### src/rtl/instr_mem_prog.sv
// Loadable instruction store: EMPTY/LOAD/RUN control with a
// registered single-cycle fetch port and overflow/bad-address fault.
module instr_mem_prog #(
  parameter int              DEPTH = 256,
  parameter int              IW    = 9,
  parameter int              AW    = $clog2(DEPTH),
  parameter logic [IW-1:0]   NOP   = '0
) (
  input  logic          clk,
  input  logic          rst_n,
  input  logic          load_start,
  input  logic          load_valid,
  input  logic [IW-1:0] load_data,
  input  logic          load_done,
  input  logic          fetch_req,
  input  logic [AW-1:0] fetch_addr,
  input  logic          stall,
  output logic [IW-1:0] instr_out,
  output logic          instr_valid,
  output logic          fault,
  output logic [AW:0]   prog_len,
  output logic          ready
);

  typedef enum logic [1:0] {
    S_EMPTY,
    S_LOAD,
    S_RUN
  } state_e;

  localparam logic [AW:0] DEPTH_C = (AW+1)'(DEPTH);

  logic [IW-1:0] mem [DEPTH];

  state_e        state_q, state_d;
  logic [AW:0]   wptr_q, wptr_d;
  logic [AW:0]   len_q, len_d;
  logic [IW-1:0] out_q, out_d;
  logic          valid_q, valid_d;
  logic          fault_q, fault_d;
  logic          ready_q, ready_d;

  logic          we;
  logic [IW-1:0] rd_word;
  logic          in_range;

  assign rd_word  = mem[fetch_addr];
  assign in_range = {1'b0, fetch_addr} < len_q;

  always_comb begin
    state_d = state_q;
    wptr_d  = wptr_q;
    len_d   = len_q;
    out_d   = out_q;
    valid_d = 1'b0;
    fault_d = 1'b0;
    we      = 1'b0;
    if (load_start) begin
      state_d = S_LOAD;
      wptr_d  = '0;
      len_d   = '0;
    end else begin
      unique case (state_q)
        S_LOAD: begin
          if (load_valid) begin
            if (wptr_q != DEPTH_C) begin
              we     = 1'b1;
              wptr_d = wptr_q + 1'b1;
              len_d  = len_q + 1'b1;
            end else begin
              fault_d = 1'b1;
            end
          end
          // Same-cycle word already counted in len_d
          if (load_done) begin
            state_d = (len_d != '0) ? S_RUN : S_EMPTY;
          end
        end
        S_RUN: begin
          if (stall) begin
            valid_d = valid_q;
            fault_d = fault_q;
          end else if (fetch_req) begin
            valid_d = 1'b1;
            if (in_range) begin
              out_d = rd_word;
            end else begin
              out_d   = NOP;
              fault_d = 1'b1;
            end
          end
        end
        default: begin
        end
      endcase
    end
    ready_d = (state_d == S_RUN);
  end

  always_ff @(posedge clk or negedge rst_n) begin
    if (!rst_n) begin
      state_q <= S_EMPTY;
      wptr_q  <= '0;
      len_q   <= '0;
      out_q   <= NOP;
      valid_q <= 1'b0;
      fault_q <= 1'b0;
      ready_q <= 1'b0;
    end else begin
      state_q <= state_d;
      wptr_q  <= wptr_d;
      len_q   <= len_d;
      out_q   <= out_d;
      valid_q <= valid_d;
      fault_q <= fault_d;
      ready_q <= ready_d;
    end
  end

  // Storage is not reset; prog_len gates what is readable
  always_ff @(posedge clk) begin
    if (we) begin
      mem[wptr_q[AW-1:0]] <= load_data;
    end
  end

  assign instr_out   = out_q;
  assign instr_valid = valid_q;
  assign fault       = fault_q;
  assign prog_len    = len_q;
  assign ready       = ready_q;

endmodule

### config.mk
export PLATFORM = sky130hd
export DESIGN_NAME = instr_mem_prog
export DESIGN_NICKNAME = d
export VERILOG_FILES = /design/src/rtl/instr_mem_prog.sv
export SDC_FILE = /design/constraint.sdc
export NUM_CORES = 2
export LEC_CHECK = 0
export CAP_MARGIN = 30
export CORE_ASPECT_RATIO = 2
export CORE_MARGIN = 4
export CORE_UTILIZATION = 48
export CTS_BUF_LIST = sky130_fd_sc_hd__clkbuf_8
export DETAILED_ROUTE_END_ITERATION = 12
export PLACE_DENSITY = 0.66
export REMOVE_ABC_BUFFERS = 1
export SLEW_MARGIN = 20
export SYNTH_ARGS = -nofsm -noshare
export SYNTH_HDL_FRONTEND = slang
export SYNTH_SLANG_ARGS = --single-unit
### constraint.sdc
create_clock -name clk -period 3.4 [get_ports clk]
set_input_delay 0.51 -clock clk [delete_from_list [all_inputs] [get_ports clk]]
set_output_delay 0.51 -clock clk [all_outputs]
set_load 0.03 [all_outputs]
==> flow_summary_export.csv <==
group,metric,value,unit
clock_network,clockRootBuffer,"clkbuf_8",
drt,met3_length,13180,um
power_and_ir_drop,switchingPower,12.17,mW
yosys,seq_area_frac_synth,0.7669,
yosys,synth_flop_cell,"edfxtp_1",
clock_network,insertion_delay,0.91,ns
sta,worst_pin_slew,1.123,ns
final_layout,final_cell_mix,"2304 x edfxtp_1, 581 x buf_4, 435 x mux2i_1",
yosys,avgSynthCellArea,19.84,sq um
outcome,status,"finished, final reports clean",
global_routing,track_usage,0.2493,
clock_network,cts.clk_slew.worst_paths,0.07,ns
global_routing,antenna_found_initial,7,
power_and_ir_drop,switching_share,0.2231,
sta,clock.fmax,0.3092,GHz
clock_network,cts_buffers,307,
power_and_ir_drop,power,54.56,mW
final_layout,mostFrequentLayoutCell,"edfxtp_1",
sta,clock-skew-final,0.04223,ns
floorplanning,die_h,624.7,um
global_routing,grt_pass1_vias,50470,
worst_setup_path,crit_path_start,"prog_len[5]",
worst_setup_path,crit_path_end_kind,"flip-flop",
final_layout,fillerInstances,14240,
drt,ant_nets,0,
final_layout,drive_above_1_share,0.2620,
place,dp_cells,7531,
power_and_ir_drop,max-vdd-ir-drop,0.2882,mV
clock_network,cts_sinks,2336,
drt,route.met2.wl,133600,um
worst_setup_path,slowest_delay,0.72,ns
power_and_ir_drop,power_frac_comb,0.060,
worst_setup_path,start_kind,"flip-flop",
global_routing,grt_start_max_net_pins,124,
worst_setup_path,critPathRequiredTime,4.24,ns
place,port_buffers,44,
final_layout,syn2layout_area_growth,14.89,%
worst_setup_path,critPathKind,"flip-flop to flip-flop",
clock_network,cts_max_level,5,
sta,finalSetupViolCount,0,
drt,finalWirelength,246400,um
yosys,ys_ff_latch,2336,
worst_setup_path,rrSetupSlack,0.17,ns
drt,viasPerCell,5.994,
yosys,yosys_warnings,0,
sta,timing.hold.ws,0.09528,ns
floorplanning,core,0.1892,sq mm
sta,timing.final.ws_setup,0.1657,ns
drt,highest-signal-layer,"met5",
power_and_ir_drop,p_leak,35.07,nW
worst_setup_path,cpMostUsedCell,"nand3_1",
yosys,yosys.area.top_type_share,0.7581,
floorplanning,row_count,226,
final_layout,multi_input_area,0.01970,sq mm
worst_setup_path,path_depth,9,
final_layout,nets,5373,
yosys,synthCells,4601,
worst_setup_path,reg2regPathDepth,9,
clock_network,post_cts_buffers,0,
power_and_ir_drop,p_seq_frac,0.580,
drt,dr_total_vias,48440,
run,maxCapViolCount,0,
power_and_ir_drop,p_clk_frac,0.360,
sta,final_hold_viol_count,0,
floorplanning,dieArea,0.1976,sq mm
final_layout,finish.utilization,0.5543,
sta,period_minus_slack,3.234,ns
yosys,yosys.cell_types.count,66,
worst_setup_path,crit_buf_inv,1,
global_routing,grt_overflow,0,
worst_setup_path,cp_slowest_cell,"a2111oi_1",
sta,fin_crit_sh,0.9513,
sta,max-slew-margin-rel,0.2433,
worst_setup_path,timing.rr.start,"prog_len[5]",
floorplanning,fp.dieW,316.3,um
final_layout,regArea,0.06999,sq mm
drt,drt_pass1_iterations,6,
worst_setup_path,path_max_fanout,7,
min_path,hold_path.startpoint,"load_data[4]",
sta,drv_slew,0,
floorplanning,initial_utilization,0.4824,
yosys,synth_area,0.09127,sq mm
yosys,synthArstFlopShare,0.01370,
worst_setup_path,cp_top_family,"compound AO/OA/AOI/OAI gates",
worst_setup_path,critPathCapture,"instr_out[0]",
power_and_ir_drop,intPower,42.39,mW
place,dpl.hpwl,167700,um
min_path,hold_path_class,"input port to flip-flop",
floorplanning,io_pins,45,
clock_network,cts_tree,"done",
clock_network,max-clock-path-buffers,4,
drt,wl_met1,79820,um
power_and_ir_drop,cellPowerDensity,520.4,mW/mm^2
yosys,yosysTopAreaCell,"edfxtp_1",
sta,rsz0062_at_grt,"no",
place,dp_slack,-0.4288,ns
drt,drc_errors,0,
place,gp_congestion,0.9134,
yosys,synth_area_leaders,"edfxtp_1 76%, mux4_2 9.3%, mux2i_1 4.8%",
yosys,synth_edf_count,2304,
drt,drt_iter0_drc,4818,
final_layout,instances_no_fill,8081,
worst_setup_path,crit_chain,"inv_1, ha_1, a21o_1, a221o_1, a31oi_1, o211ai_1, a2111oi_1, nand3_1, nand3_1",
worst_setup_path,r2r-end,"instr_out[0]",
worst_setup_path,critPathArrivalTime,4.07,ns
global_routing,grt_first_pass_wirelength,352900,um
drt,post_drt_wl_per_cell,30.49,um
## power groups by stage
stage / Sequential (mW) / Clock [mW] / Combinational, mW
global placement: 32.3 / 0 / 3.22
detailed placement: 32.3 / 0 / 3.27
CTS: 31.7 / 20.0 / 3.27
floorplan: 32.3 / 0 / 1.08
global route: 31.6 / 21.3 / 3.39
finish: 31.7 / 19.6 / 3.26
## stage by stage
step | area (sq um) | setup TNS, ns
after CTS | 104800 | 0
after detailed placement | 99180 | -2.863
final | 104900 | 0
after floorplan | 89660 | -12.56
after global placement | 99180 | -2.754
after global routing | 104800 | 0
## sequential cells by signal, indices dropped and copies added, names as in the netlist
signal	flops
wptr_q	9
mem	2304
state_q	2
instr_out	9
fault	1
ready	1
instr_valid	1
prog_len	9
## worst min path at each step
stage	end	slack, ns	cells past startpoint
floorplan	fault	0.21	0
global placement	state_q[0]	0.53	1
detailed placement	state_q[0]	0.53	1
CTS	mem[62][8]	0.07	1
global route	mem[153][4]	0.06	1
finish	mem[155][4]	0.1	1
## final cells by class
type | instances | share of cell area
Timing Repair Buffer | 699 | 0.06014
Multi-Input combinational cell | 1964 | 0.1878
Tap cell | 2508 | 0.02993
Clock buffer | 323 | 0.04240
Clock inverter | 216 | 0.01106
Antenna cell | 8 | 0.0001909
Inverter | 27 | 0.0009666
Sequential cell | 2336 | 0.6675
## kinds of logic (layout without fill, tap and decap cells)
logic type	after synthesis	count (layout)	synth area share
AOI/OAI and AO/OA	452	452	0.03730
xor gates and xnor gates	18	18	0.001727
adders and majority gates	14	14	0.001919
buffers and inverters	301	1265	0.01864
DFF	2336	2336	0.7669
muxes	813	813	0.1410
other	0	8	0
and+or+nand+nor	667	667	0.03256
## cell usage after synthesis, drive strengths merged, types with 26 or more instances
cell type / instances
buf: 172
inv: 27
clkbuf: 102
edfxtp: 2304
nand2: 156
o22ai: 72
a221oi: 68
a22oi: 130
dfrtp: 32
a21oi: 38
nor2: 292
nand4: 26
nor3: 28
mux2i: 435
mux4: 378
nand3: 79
## repair_timing
item                       CTS  global route
gates resized for setup      0             5
hold endpoints to repair    32             0
hold buffers                 1             0
setup endpoints to repair    0             4
## layer usage
layer,vias to the layer above,GRT usage
li1,20450,-
met1,25360,0.2634
met2,1978,0.4574
met3,653,0.03506
met4,4,0.1656
met5,-,0
## worst register-to-register path, delay by kind of cell, from the launching register on
kind | cells | cell delay [ns]
compound gates | 5 | 1.93
flops | 1 | 0.42
simple gates | 2 | 0.33
fa+ha+maj | 1 | 0.28
buf+inv | 1 | 0.20
Note: power is estimated with default switching activity, not from simulation.
